==> src/rtl/mul_div_unit.sv <==
// mul_div_unit: iterative multiply/divide unit holding the HI/LO pair.
// Executes mult, multu, div and divu at one bit per cycle on unsigned
// magnitudes, then applies sign correction in a final FIX cycle.
// Ports:
//   clock, reset_n      - rising-edge clock, asynchronous active-low reset
//   start, op[1:0]      - request op (00 mult, 01 multu, 10 div, 11 divu)
//   src_a, src_b        - multiplicand/dividend, multiplier/divisor
//   hi_we, lo_we, wdata - mthi/mtlo writes, honoured only while idle
//   busy, done          - operation in progress / one-cycle result pulse
//   hi, lo              - registered HI/LO
module mul_div_unit #(
    parameter int WIDTH = 32
) (
    input  logic             clock,
    input  logic             reset_n,
    input  logic             start,
    input  logic [1:0]       op,
    input  logic [WIDTH-1:0] src_a,
    input  logic [WIDTH-1:0] src_b,
    input  logic             hi_we,
    input  logic             lo_we,
    input  logic [WIDTH-1:0] wdata,
    output logic             busy,
    output logic             done,
    output logic [WIDTH-1:0] hi,
    output logic [WIDTH-1:0] lo
);

    localparam int CW = (WIDTH > 1) ? $clog2(WIDTH) : 1;
    localparam logic [CW-1:0] CNT_LAST = CW'(WIDTH - 1);
    localparam logic [CW-1:0] CNT_ZERO = {CW{1'b0}};
    localparam logic [CW-1:0] CNT_ONE  = CW'(1);

    typedef enum logic [1:0] {
        ST_IDLE = 2'b00,
        ST_CALC = 2'b01,
        ST_FIX  = 2'b10
    } state_t;

    function automatic logic [WIDTH-1:0] negate_w(input logic [WIDTH-1:0] v);
        return {WIDTH{1'b0}} - v;
    endfunction

    function automatic logic [2*WIDTH-1:0] negate_2w(input logic [2*WIDTH-1:0] v);
        return {(2*WIDTH){1'b0}} - v;
    endfunction

    // Magnitude of a two's-complement value; the most-negative value maps
    // to itself, which is its correct unsigned magnitude.
    function automatic logic [WIDTH-1:0] magnitude(input logic [WIDTH-1:0] v,
                                                   input logic is_signed);
        return (is_signed && v[WIDTH-1]) ? negate_w(v) : v;
    endfunction

    state_t            state_r, next_state_s;
    logic              is_div_r, neg_res_r, sign_a_r, div0_r;
    logic [CW-1:0]     count_r;
    logic [WIDTH-1:0]  acc_hi_r, acc_lo_r, oper_r;
    logic              busy_r, done_r;
    logic [WIDTH-1:0]  hi_r, lo_r;

    logic              start_ok_s, op_signed_s;
    logic [WIDTH-1:0]  a_mag_s, b_mag_s;
    logic [WIDTH:0]    mul_sum_s;
    logic [WIDTH+1:0]  div_diff_s;
    logic [WIDTH-1:0]  step_hi_s, step_lo_s;
    logic [2*WIDTH-1:0] prod_fix_s;
    logic [WIDTH-1:0]  res_hi_s, res_lo_s;

    assign start_ok_s  = (state_r == ST_IDLE) && start;
    assign op_signed_s = ~op[0];
    assign a_mag_s     = magnitude(src_a, op_signed_s);
    assign b_mag_s     = magnitude(src_b, op_signed_s);

    // Multiply: add the multiplicand into the upper half when the current
    // multiplier bit is set, then shift the whole accumulator right.
    assign mul_sum_s  = {1'b0, acc_hi_r} + (acc_lo_r[0] ? {1'b0, oper_r} : {(WIDTH+1){1'b0}});
    // Divide: trial subtract of the divisor from the shifted remainder;
    // the extra top bit acts as the borrow flag.
    assign div_diff_s = {1'b0, acc_hi_r, acc_lo_r[WIDTH-1]} - {2'b00, oper_r};

    // One iteration step of the shared accumulator pair.
    always_comb begin
        step_hi_s = acc_hi_r;
        step_lo_s = acc_lo_r;
        if (is_div_r) begin
            if (!div_diff_s[WIDTH+1]) begin
                step_hi_s = div_diff_s[WIDTH-1:0];
                step_lo_s = {acc_lo_r[WIDTH-2:0], 1'b1};
            end else begin
                step_hi_s = {acc_hi_r[WIDTH-2:0], acc_lo_r[WIDTH-1]};
                step_lo_s = {acc_lo_r[WIDTH-2:0], 1'b0};
            end
        end else begin
            step_hi_s = mul_sum_s[WIDTH:1];
            step_lo_s = {mul_sum_s[0], acc_lo_r[WIDTH-1:1]};
        end
    end

    // Sign correction of the magnitude result; divide-by-zero forces the
    // quotient to all ones while the remainder restores the original dividend.
    always_comb begin
        prod_fix_s = neg_res_r ? negate_2w({acc_hi_r, acc_lo_r}) : {acc_hi_r, acc_lo_r};
        res_hi_s   = prod_fix_s[2*WIDTH-1:WIDTH];
        res_lo_s   = prod_fix_s[WIDTH-1:0];
        if (is_div_r) begin
            res_hi_s = sign_a_r ? negate_w(acc_hi_r) : acc_hi_r;
            if (div0_r) begin
                res_lo_s = {WIDTH{1'b1}};
            end else begin
                res_lo_s = neg_res_r ? negate_w(acc_lo_r) : acc_lo_r;
            end
        end else begin
            res_hi_s = prod_fix_s[2*WIDTH-1:WIDTH];
            res_lo_s = prod_fix_s[WIDTH-1:0];
        end
    end

    // Next-state logic of the IDLE/CALC/FIX sequencer.
    always_comb begin
        next_state_s = state_r;
        case (state_r)
            ST_IDLE: begin
                if (start) next_state_s = ST_CALC;
                else       next_state_s = ST_IDLE;
            end
            ST_CALC: begin
                if (count_r == CNT_ZERO) next_state_s = ST_FIX;
                else                     next_state_s = ST_CALC;
            end
            ST_FIX:  next_state_s = ST_IDLE;
            default: next_state_s = ST_IDLE;
        endcase
    end

    // State register.
    always_ff @(posedge clock or negedge reset_n) begin
        if (!reset_n) state_r <= ST_IDLE;
        else          state_r <= next_state_s;
    end

    // Operand capture and iteration datapath.
    always_ff @(posedge clock or negedge reset_n) begin
        if (!reset_n) begin
            is_div_r  <= 1'b0;
            neg_res_r <= 1'b0;
            sign_a_r  <= 1'b0;
            div0_r    <= 1'b0;
            count_r   <= CNT_ZERO;
            acc_hi_r  <= {WIDTH{1'b0}};
            acc_lo_r  <= {WIDTH{1'b0}};
            oper_r    <= {WIDTH{1'b0}};
        end else if (start_ok_s) begin
            is_div_r  <= op[1];
            neg_res_r <= op_signed_s & (src_a[WIDTH-1] ^ src_b[WIDTH-1]);
            sign_a_r  <= op_signed_s & src_a[WIDTH-1];
            div0_r    <= op[1] & (src_b == {WIDTH{1'b0}});
            count_r   <= CNT_LAST;
            acc_hi_r  <= {WIDTH{1'b0}};
            acc_lo_r  <= op[1] ? a_mag_s : b_mag_s;
            oper_r    <= op[1] ? b_mag_s : a_mag_s;
        end else if (state_r == ST_CALC) begin
            acc_hi_r  <= step_hi_s;
            acc_lo_r  <= step_lo_s;
            if (count_r != CNT_ZERO) count_r <= count_r - CNT_ONE;
            else                     count_r <= count_r;
        end else begin
            acc_hi_r  <= acc_hi_r;
            acc_lo_r  <= acc_lo_r;
        end
    end

    // Registered outputs: busy/done flags and the architectural HI/LO pair.
    always_ff @(posedge clock or negedge reset_n) begin
        if (!reset_n) begin
            busy_r <= 1'b0;
            done_r <= 1'b0;
            hi_r   <= {WIDTH{1'b0}};
            lo_r   <= {WIDTH{1'b0}};
        end else begin
            busy_r <= (next_state_s != ST_IDLE);
            done_r <= (state_r == ST_FIX);
            if (state_r == ST_FIX) begin
                hi_r <= res_hi_s;
                lo_r <= res_lo_s;
            end else if (state_r == ST_IDLE) begin
                if (hi_we) hi_r <= wdata;
                else       hi_r <= hi_r;
                if (lo_we) lo_r <= wdata;
                else       lo_r <= lo_r;
            end else begin
                hi_r <= hi_r;
                lo_r <= lo_r;
            end
        end
    end

    assign busy = busy_r;
    assign done = done_r;
    assign hi   = hi_r;
    assign lo   = lo_r;

endmodule
==> config.mk <==
export PLATFORM = sky130hd
export DESIGN_NAME = mul_div_unit
export DESIGN_NICKNAME = d
export VERILOG_FILES = /design/src/rtl/mul_div_unit.sv
export SDC_FILE = /design/constraint.sdc
export NUM_CORES = 1
export LEC_CHECK = 0
export BUFFER_PORTS_ARGS = -buffer_cell sky130_fd_sc_hd__clkbuf_2
export CORE_AREA = 8 8 202 204
export DETAILED_ROUTE_END_ITERATION = 7
export DIE_AREA = 0 0 210 212
export PLACE_DENSITY = 0.65
export SLEW_MARGIN = 20
export SYNTH_ARGS = -nofsm -noshare
export SYNTH_HDL_FRONTEND = slang
export SYNTH_SLANG_ARGS = --single-unit
==> constraint.sdc <==
create_clock -name clock -period 3.85 [get_ports clock]
set_input_delay 0.5775 -clock clock [delete_from_list [all_inputs] [get_ports clock]]
set_output_delay 0.5775 -clock clock [all_outputs]
set_load 0.005 [all_outputs]
==> results.ini, run 1 <==
[sta]
hold_violations = 0
post-route-min-period_ps = 3530
worstMarginPinSlew_ps = 1000
rsz0062_at_grt = false
setup_viol = 0
max_slew_margin_pct = 33.2
setup_tns_ps = 0
fmax_mhz = 283
fin_crit_sh_pct = 91.8
whs_ps = 250
fin_worst_skew_ps = 18.5
slew_violations = 0

[cts]
cts_sinks = 173
ctsHoldBuffers = 0
clock_path_buffers = 2
cts_buffers = 17
cts_tree = built
clk_pin_slew_ps = 70
clk-insertion-delay-late_ps = 450
root_buffer = clkbuf_16
cts_htree_levels = 4

[worst_setup_path]
crit_fanout = 15
r2r_cells = 14
worstPathRequired_ps = 4170
critPathKind = flop to flop
startpoint_type = flop
worstPathArrival_ps = 3850
end_kind = flop

[power]
intPower_w = 0.00814
power.density_nw_per_um2 = 963
pwr-share-comb_pct = 65.9
netSwitchingPower_w = 0.00817
pwr-share-seq_pct = 22.8
peakVddDrop_v = 0.000566
leakagePower_nw = 7.40
clock_power_share_pct = 11.3
power_switching_share_pct = 50.1

[placement]
placedCellCount = 2515
io_buffers = 168
dp_hpwl_um = 41700
place_area_um2 = 16300
place_congestion = 0.956

[logic_synthesis]
syn_avg_cell_area_um2 = 7.82
async_reset_ff_share_pct = 100
synthFlopType = dfrtp_1
netlist_area_um2 = 14800
synth_warnings = 0
ys_seq_area_share_pct = 29.2
synth_top_area_share_pct = 29.2
synth-seq-cells = 173
synth_cell_types = 79
synthCells = 1898
synth_edf_count = 0
synth_nets = 2072
netlist_top_cells_area = dfrtp_1, o21ai_0, xnor2_1
yosysTopAreaCell = dfrtp_1

[min_path]
min_path_type = input port to async pin

[drt]
wl_per_cell_um = 21.0
viasPerCell = 5.84
drt-initial-drc-count = 1425
wirelength_um = 53400
first_pass_iters = 6
vias = 14875
drc = 0
ant_nets = 0

[global_route]
grt_pass1_vias = 13969
grt_max_degree = 96
grtUsageTotal_pct = 23.2
antenna_found_initial = 1
grt_pass1_wl_um = 81300
grt_remaining_overflow = 0

[die]
die-width_um = 210
core_um2 = 37900
rows = 72
die_area_um2 = 44500
initial_core_util_pct = 39.1
pin_count = 169
die_height_um = 212

[outcome]
status = finished clean

[job]
max-cap-violations = 0

[final_layout]
antenna_cells = 0
area.growth.synth_to_final_pct = 14.2
drive_above_1_share_pct = 14.2
stdcell_count = 2548
nets = 2191
fillers = 3801
final_common_cell = o21ai_0
most-common-layout-cells = o21ai_0, nand2_1, nor2_1, dfrtp_1
final_area_um2 = 16900

[power by group through the flow]
| stage | Clock [W] | Combinational [W] | Sequential [W] |
|---|---|---|---|
| 2_1_floorplan | 0 | 0.00759 | 0.00339 |
| 3_3_place_gp | 0 | 0.0104 | 0.00369 |
| 3_5_place_dp | 0 | 0.0105 | 0.00373 |
| 4_1_cts | 0.00187 | 0.0106 | 0.00369 |
| 5_1_grt | 0.00194 | 0.0118 | 0.00383 |
| 6_report | 0.00184 | 0.0107 | 0.00373 |
[critical path, stage by stage (launching register included)]
cell	delay (ps)
dfrtp_1	380
inv_1	260
buf_4	240
buf_4	230
nor2_1	80
ha_1	360
a21oi_1	260
o21ai_0	140
a221o_1	310
a31oi_1	220
o22ai_1	170
a221oi_2	340
o21ai_0	140
a22oi_1	150
o21ai_0	110
[path summary, 6_finish.rpt]
path                                         start                  endpoint  slack, ps
max in group asynchronous                  reset_n  acc_lo_r[22]$_DFFE_PN0P_       2750
max reg2reg                acc_lo_r[0]$_DFFE_PN0P_  acc_hi_r[31]$_DFFE_PN0P_        320
max                        acc_lo_r[0]$_DFFE_PN0P_  acc_hi_r[31]$_DFFE_PN0P_        320
min reg2reg                     hi[10]$_DFFE_PN0P_        hi[10]$_DFFE_PN0P_        480
min in group clock                       wdata[30]        hi[30]$_DFFE_PN0P_        450
min                                        reset_n        hi[23]$_DFFE_PN0P_        250
[per-layer routing]
layer	share of wire [%]	vias up	track usage, %
met2	43	629	34.8
met5	0	-	0
met1	46	7042	32.9
met4	3.4	0	8.92
li1	-	7117	-
met3	7.9	87	4.02
[cell usage after synthesis (all sizes together) (10+ instances only)]
cell      n
or4      14
o22ai    35
xnor2   113
a22oi    27
nand2b   12
o31ai    31
buf      18
clkbuf  101
o211ai   49
o21ai   214
nor4     20
xor2     53
inv      67
nor3     33
nand2   195
ha       69
nand3    32
dfrtp   173
or3      26
and3     10
a21o     38
nor2    176
and2     15
a21oi   166
a31oi    23
mux2i    61
o21a     11
[what timing repair did]
item / CTS / global route
gates resized for setup: 0 / 1
setup buffers: 0 / 0
setup endpoints to repair: 0 / 1
endpoints found under the hold margin: 0 / 0
[cell families (layout without fill, tap and decap cells)]
group | count (synthesis) | count (layout) | synth area share (%)
compound gates | 660 | 660 | 27.4
xor+xnor | 166 | 166 | 9.85
simple gates | 577 | 577 | 18.3
buf+inv | 187 | 319 | 4.82
mux | 64 | 64 | 4.34
flops | 173 | 173 | 29.2
fa+ha+maj | 71 | 71 | 6.09
[flip-flops by register name, summed over array words and instances (netlist names)]
register	count
acc_hi_r	32
count_r	5
is_div_r	1
busy	1
acc_lo_r	32
div0_r	1
sign_a_r	1
oper_r	32
lo	32
done	1
hi	32
neg_res_r	1
state_r	2
[through the flow]
step                total power [W]  worst slack (ps)  utilization, %
global route                 0.0175              21.3            44.7
global placement             0.0141               390            43.0
CTS                          0.0162               325            44.6
finish                       0.0163               316            44.7
detailed placement           0.0143               342            43.0
floorplan                    0.0110               554               -
[layout make-up]
cell class | count | area [µm²] | area share [%]
Multi-Input combinational cell | 1538 | 9820 | 58.0
Sequential cell | 173 | 4330 | 25.6
Timing Repair Buffer | 219 | 1270 | 7.48
Tap cell | 518 | 648 | 3.83
Clock buffer | 18 | 439 | 2.59
Inverter | 68 | 255 | 1.51
Clock inverter | 14 | 175 | 1.03
Power figures use the tool's default switching activity.
==> run 2, diff against run 1 <==
--- a/config.mk
+++ b/config.mk
@@ -6,10 +6,11 @@
 export NUM_CORES = 1
 export LEC_CHECK = 0
 export BUFFER_PORTS_ARGS = -buffer_cell sky130_fd_sc_hd__clkbuf_2
-export CORE_AREA = 8 8 202 204
+export CORE_AREA = 4 4 181 218
 export DETAILED_ROUTE_END_ITERATION = 7
-export DIE_AREA = 0 0 210 212
+export DIE_AREA = 0 0 185 222
 export PLACE_DENSITY = 0.65
+export REMOVE_ABC_BUFFERS = 1
 export SLEW_MARGIN = 20
 export SYNTH_ARGS = -nofsm -noshare
 export SYNTH_HDL_FRONTEND = slang
==> results.ini, run 2 (synthesis results as in run 1) <==
[worst_setup_path]
r2r_cells = 13  ; was 14
critPathKind = flop to flop  ; unchanged
startpoint_type = flop  ; unchanged
r2r_slack_ps = 360  ; was 320 ps
crit_fanout = 27  ; was 15
worstPathRequired_ps = 4170  ; about the same
worstPathArrival_ps = 3810  ; was 3850 ps
end_kind = flop  ; unchanged
r2r_start = acc_lo_r[0]$_DFFE_PN0P_  ; unchanged
regToRegEndpoint = acc_hi_r[30]$_DFFE_PN0P_  ; was acc_hi_r[31]$_DFFE_PN0P_
crit_start = acc_lo_r[0]$_DFFE_PN0P_  ; unchanged

[cts]
ctsHoldBuffers = 0  ; unchanged
cts_resized = 0  ; unchanged
cts_setup_buffers = 0  ; unchanged
clk-insertion-delay-late_ps = 460  ; was 450 ps
root_buffer = clkbuf_16  ; unchanged
cts_tree = built  ; unchanged
cts_buffers = 17  ; unchanged
clock_path_buffers = 2  ; unchanged
cts_htree_levels = 4  ; unchanged
clk_pin_slew_ps = 80  ; was 70 ps
cts_sinks = 173  ; unchanged

[sta]
post-route-min-period_ps = 3490  ; was 3530 ps
worstMarginPinSlew_ps = 913  ; was 1000 ps
whs_ps = 166  ; was 250 ps
fmax_mhz = 286  ; was 283 MHz
fin_crit_sh_pct = 90.7  ; was 91.8%
worst_slack_ps = 358  ; was 316 ps
rsz0062_at_grt = false  ; unchanged
setup_viol = 0  ; unchanged
slew_violations = 0  ; unchanged
hold_violations = 0  ; unchanged
fin_worst_skew_ps = 15.9  ; was 18.5 ps
max_slew_margin_pct = 39.1  ; was 33.2%

[global_route]
grt_pass1_vias = 14405  ; was 13969
grt_max_degree = 96  ; unchanged
grtUsageTotal_pct = 25.0  ; was 23.2%
grt_pass1_wl_um = 81900  ; was 81300 µm
grt_remaining_overflow = 0  ; unchanged
antenna_found_initial = 1  ; unchanged

[drt]
drt-initial-drc-count = 1255  ; was 1425
first_pass_iters = 7  ; was 6
wirelength_um = 52200  ; was 53400 µm
viasPerCell = 5.89  ; was 5.84
wl_per_cell_um = 20.6  ; was 21.0 µm
vias = 14896  ; was 14875
drc = 0  ; unchanged
ant_nets = 0  ; unchanged

[placement]
io_buffers = 168  ; unchanged
dp_hpwl_um = 41500  ; was 41700 µm
place_congestion = 0.977  ; was 0.956
place_ws_ps = 412  ; was 342 ps
placedCellCount = 2495  ; was 2515

[power]
pwr-share-comb_pct = 67.1  ; was 65.9%
peakVddDrop_v = 0.000456  ; was 0.000566 V
clock_power_share_pct = 10.9  ; was 11.3%
leakagePower_nw = 7.47  ; was 7.40 nW
power.density_nw_per_um2 = 966  ; was 963 nW/µm²
netSwitchingPower_w = 0.00832  ; was 0.00817 W
intPower_w = 0.00811  ; was 0.00814 W
power_switching_share_pct = 50.7  ; was 50.1%
pwr-share-seq_pct = 22.0  ; was 22.8%

[die]
die_height_um = 222  ; was 212 µm
die_area_um2 = 41100  ; was 44500 µm²
die-width_um = 185  ; was 210 µm
rows = 78  ; was 72
pin_count = 169  ; unchanged
core_um2 = 37500  ; was 37900 µm²
initial_core_util_pct = 39.6  ; was 39.1%

[job]
max-cap-violations = 0  ; unchanged

[final_layout]
drive_above_1_share_pct = 14.9  ; was 14.2%
final_common_cell = o21ai_0  ; unchanged
most-common-layout-cells = o21ai_0, nand2_1, nor2_1, dfrtp_1, clkbuf_2  ; was o21ai_0, nand2_1, nor2_1, dfrtp_1
stdcell_count = 2528  ; was 2548
antenna_cells = 0  ; unchanged
final_util_pct = 45.4  ; was 44.7%
nets = 2209  ; was 2191
area.growth.synth_to_final_pct = 14.7  ; was 14.2%

[min_path]
min_path_type = input port to async pin  ; unchanged

[outcome]
status = finished clean  ; unchanged

[run 2: how the worst max path moves through the flow]
stage          slack (ps)                  endpoint  depth (start not counted)
2_1_floorplan        -160   acc_hi_r[0]$_DFFE_PN0P_                         10
3_3_place_gp          430  acc_hi_r[30]$_DFFE_PN0P_                         13
3_5_place_dp          410  acc_hi_r[30]$_DFFE_PN0P_                         13
4_1_cts               370  acc_hi_r[30]$_DFFE_PN0P_                         13
5_1_grt                30  acc_hi_r[31]$_DFFE_PN0P_                         13
6_report              360  acc_hi_r[30]$_DFFE_PN0P_                         13
[run 2: layout make-up]
class,count,area (µm²)
clock buffer,17,425
clock inverter,15,166
fill,3796,20500
inverter,68,255
multi-input combinational,1538,9810
sequential,173,4330
tap,480,601
timing repair buffer,237,1420
[run 2: worst max-delay path, cell delays in order, from the launching register on]
cell and delay, ps:
dfrtp_1 390, inv_1 150, buf_4 320, nor2_1 100, ha_1 380, o21ai_0 150
nor2_1 190, o2111ai_1 230, a211oi_1 440, o21ai_0 300, o211ai_1 280, mux2i_1 100
a221oi_1 210, o211ai_1 120
[run 2: stage by stage]
step / setup TNS [ps] / total power, W / area, µm²
finish: 0 / 0.0164 / 17000
global route: 0 / 0.0177 / 17000
global placement: 0 / 0.0143 / 16400
detailed placement: 0 / 0.0145 / 16400
floorplan: -1060 / 0.0108 / 14400
CTS: 0 / 0.0163 / 17000
[run 2: routing by layer]
layer | vias up | routed length [µm] | track usage (%)
met5 | - | 0 | 0
li1 | 7136 | - | -
met2 | 586 | 23500 | 39.5
met4 | 0 | 1490 | 7.77
met3 | 86 | 3290 | 3.28
met1 | 7088 | 23900 | 35.6
[run 2: power by group through the flow]
stage	Sequential [W]	Combinational [W]	Clock [W]
floorplan	0.00359	0.00724	0
global placement	0.00360	0.0107	0
detailed placement	0.00363	0.0108	0
CTS	0.00360	0.0109	0.00181
global route	0.00372	0.0121	0.00187
finish	0.00362	0.0110	0.00179
==> run 3, diff against run 2 <==
--- a/config.mk
+++ b/config.mk
@@ -6,10 +6,10 @@
 export NUM_CORES = 1
 export LEC_CHECK = 0
 export BUFFER_PORTS_ARGS = -buffer_cell sky130_fd_sc_hd__clkbuf_2
-export CORE_AREA = 4 4 181 218
+export CORE_AREA = 4 4 148 178
 export DETAILED_ROUTE_END_ITERATION = 7
-export DIE_AREA = 0 0 185 222
-export PLACE_DENSITY = 0.65
+export DIE_AREA = 0 0 152 182
+export PLACE_DENSITY = 0.84
 export REMOVE_ABC_BUFFERS = 1
 export SLEW_MARGIN = 20
 export SYNTH_ARGS = -nofsm -noshare
==> results.ini, run 3 (synthesis results as in run 1) <==
[worst_setup_path]
cp_num_cells = 12  ; was 13
critPathKind = flop to flop  ; unchanged
startpoint_type = flop  ; unchanged
critPathSlowestCell = a211oi_1  ; unchanged
cpMostUsedCell = o211ai_1
cp_cell_sequence = inv_1 > nor2_1 > ha_1 > o211ai_1 > o21bai_1 > o2111ai_1 > a211oi_1 > o21ai_0 > o211ai_1 > mux2i_1 > a221oi_1 > o211ai_1  ; was inv_1 > buf_4 > nor2_1 > ha_1 > o21ai_0 > nor2_1 > o2111ai_1 > a211oi_1 > o21ai_0 > o211ai_1 > mux2i_1 > a221oi_1 > o211ai_1
worstPathArrival_ps = 3850  ; was 3810 ps
cp_top_family = compound AO/OA/AOI/OAI gates  ; unchanged
r2r_slack_ps = 310  ; was 360 ps
critPathBufInv = 1  ; was 2
r2r_cells = 12  ; was 13
worstPathRequired_ps = 4160  ; was 4170 ps
crit_fanout = 12  ; was 27
critPathMaxStageDelay_ps = 440  ; about the same
end_kind = flop  ; unchanged

[die]
core_um2 = 24600  ; was 37500 µm²
die_area_um2 = 27700  ; was 41100 µm²
die_height_um = 182  ; was 222 µm
initial_core_util_pct = 60.3  ; was 39.6%
pin_count = 169  ; unchanged
rows = 63  ; was 78
die-width_um = 152  ; was 185 µm

[min_path]
min_path_type = input port to async pin  ; unchanged

[drt]
wirelength_um = 51300  ; was 52200 µm
met2_length_um = 23900  ; was 23500 µm
first_pass_iters = 8  ; was 7
ant_nets = 0  ; unchanged
wl_met1_um = 19100  ; was 23900 µm
drc = 0  ; unchanged
viasPerCell = 6.58  ; was 5.89
top_layer = met5  ; was met4
wl_per_cell_um = 21.8  ; was 20.6 µm
route.met3.wl_um = 4360  ; was 3290 µm
drt-initial-drc-count = 1657  ; was 1255
vias = 15500  ; was 14896

[cts]
cts_setup_buffers = 0  ; unchanged
clk-insertion-delay-late_ps = 460  ; about the same
root_buffer = clkbuf_16  ; unchanged
cts_tree = built  ; unchanged
cts_sinks = 173  ; unchanged
cts_resized = 0  ; unchanged
cts_htree_levels = 4  ; unchanged
ctsHoldBuffers = 0  ; unchanged
clk_pin_slew_ps = 80  ; about the same
clock_path_buffers = 2  ; unchanged
cts_buffers = 17  ; unchanged

[final_layout]
area.growth.synth_to_final_pct = 12.2  ; was 14.7%
nets = 2191  ; was 2209
drive_above_1_share_pct = 14.2  ; was 14.9%
multiInputGateArea_um2 = 9810  ; about the same
fillers = 2107  ; was 3796
most-common-layout-cells = o21ai_0, nand2_1, nor2_1, dfrtp_1, clkbuf_2  ; unchanged
final_area_um2 = 16600  ; was 17000 µm²
final_common_cell = o21ai_0  ; unchanged
seq_area_um2 = 4330  ; unchanged

[sta]
fmax_mhz = 282  ; was 286 MHz
slew_violations = 0  ; unchanged
post-route-min-period_ps = 3540  ; was 3490 ps
max_slew_margin_pct = 37.8  ; was 39.1%
fin_worst_skew_ps = 19.2  ; was 15.9 ps
setup_viol = 0  ; unchanged
worstMarginPinSlew_ps = 933  ; was 913 ps
setup_tns_ps = 0  ; unchanged
fin_crit_sh_pct = 92.1  ; was 90.7%
hold_violations = 0  ; unchanged
rsz0062_at_grt = false  ; unchanged

[global_route]
grt_max_degree = 96  ; unchanged
grtUsageTotal_pct = 36.4  ; was 25.0%
grt_remaining_overflow = 0  ; unchanged
grt_pass1_vias = 15339  ; was 14405
grt_pass1_wl_um = 81600  ; was 81900 µm
antenna_found_initial = 4  ; was 1

[placement]
place_area_um2 = 16100  ; was 16400 µm²
io_buffers = 168  ; unchanged
place_congestion = 1.00  ; was 0.977
dp_hpwl_um = 38100  ; was 41500 µm

[power]
power.density_nw_per_um2 = 968  ; was 966 nW/µm²
peakVddDrop_v = 0.000626  ; was 0.000456 V
leakagePower_nw = 7.38  ; was 7.47 nW

[job]
max-cap-violations = 0  ; unchanged

[outcome]
status = finished clean  ; unchanged

## run 3: changes by cell type in the layout (fill, tap and decap cells not counted)
| cell | change |
|---|---|
| inv_8 | -2 |
| clkinvlp_4 | -2 |
| clkinv_4 | +4 |
| diode_2 | +2 |
| inv_2 | +1 |
| nor2_4 | -1 |
| nor2_2 | +1 |
| buf_12 | -2 |
| clkinv_1 | -1 |
| buf_4 | -16 |
| inv_6 | -1 |
## run 3: per-layer routing
metal	GRT usage [%]	vias to the layer above
met4	24.5	4
li1	-	7114
met1	44.1	7266
met3	5.94	236
met2	59.6	880
met5	0	-
## run 3: area by class of cell
cell class | instances | area share (%)
tap | 325 | 2.44
clock inverter | 14 | 0.932
inverter | 68 | 1.53
clock buffer | 17 | 2.56
antenna | 2 | 0.0301
multi-input combinational | 1538 | 58.9
timing repair buffer | 219 | 7.54
sequential | 173 | 26.0
## run 3: per-stage QoR
stage	power (W)	hold WS [ps]	util, %	setup WS, ps	std cells
floorplan	0.0108	282	-	-164	1779
global placement	0.0139	435	65.3	455	2323
global route	0.0173	283	67.7	98.6	2356
CTS	0.0159	250	67.6	360	2354
detailed placement	0.0141	455	65.3	390	2323
finish	0.0161	201	67.7	306	2356
## run 3: power breakdown
group / switching, W / internal (W)
combinational: 0.00623 / 0.00443
sequential: 0.000989 / 0.00270
clock: 0.000895 / 0.000866
## run 3: final timing paths
kind	start	end
hold reg to reg	count_r[4]$_DFFE_PN0P_	state_r[1]$_DFF_PN0_
max in group asynchronous	reset_n	acc_hi_r[7]$_DFFE_PN0P_
hold / removal	reset_n	acc_lo_r[26]$_DFFE_PN0P_
setup / recovery	acc_lo_r[0]$_DFFE_PN0P_	acc_hi_r[30]$_DFFE_PN0P_
min in group clock	wdata[27]	hi[27]$_DFFE_PN0P_
setup reg to reg	acc_lo_r[0]$_DFFE_PN0P_	acc_hi_r[30]$_DFFE_PN0P_
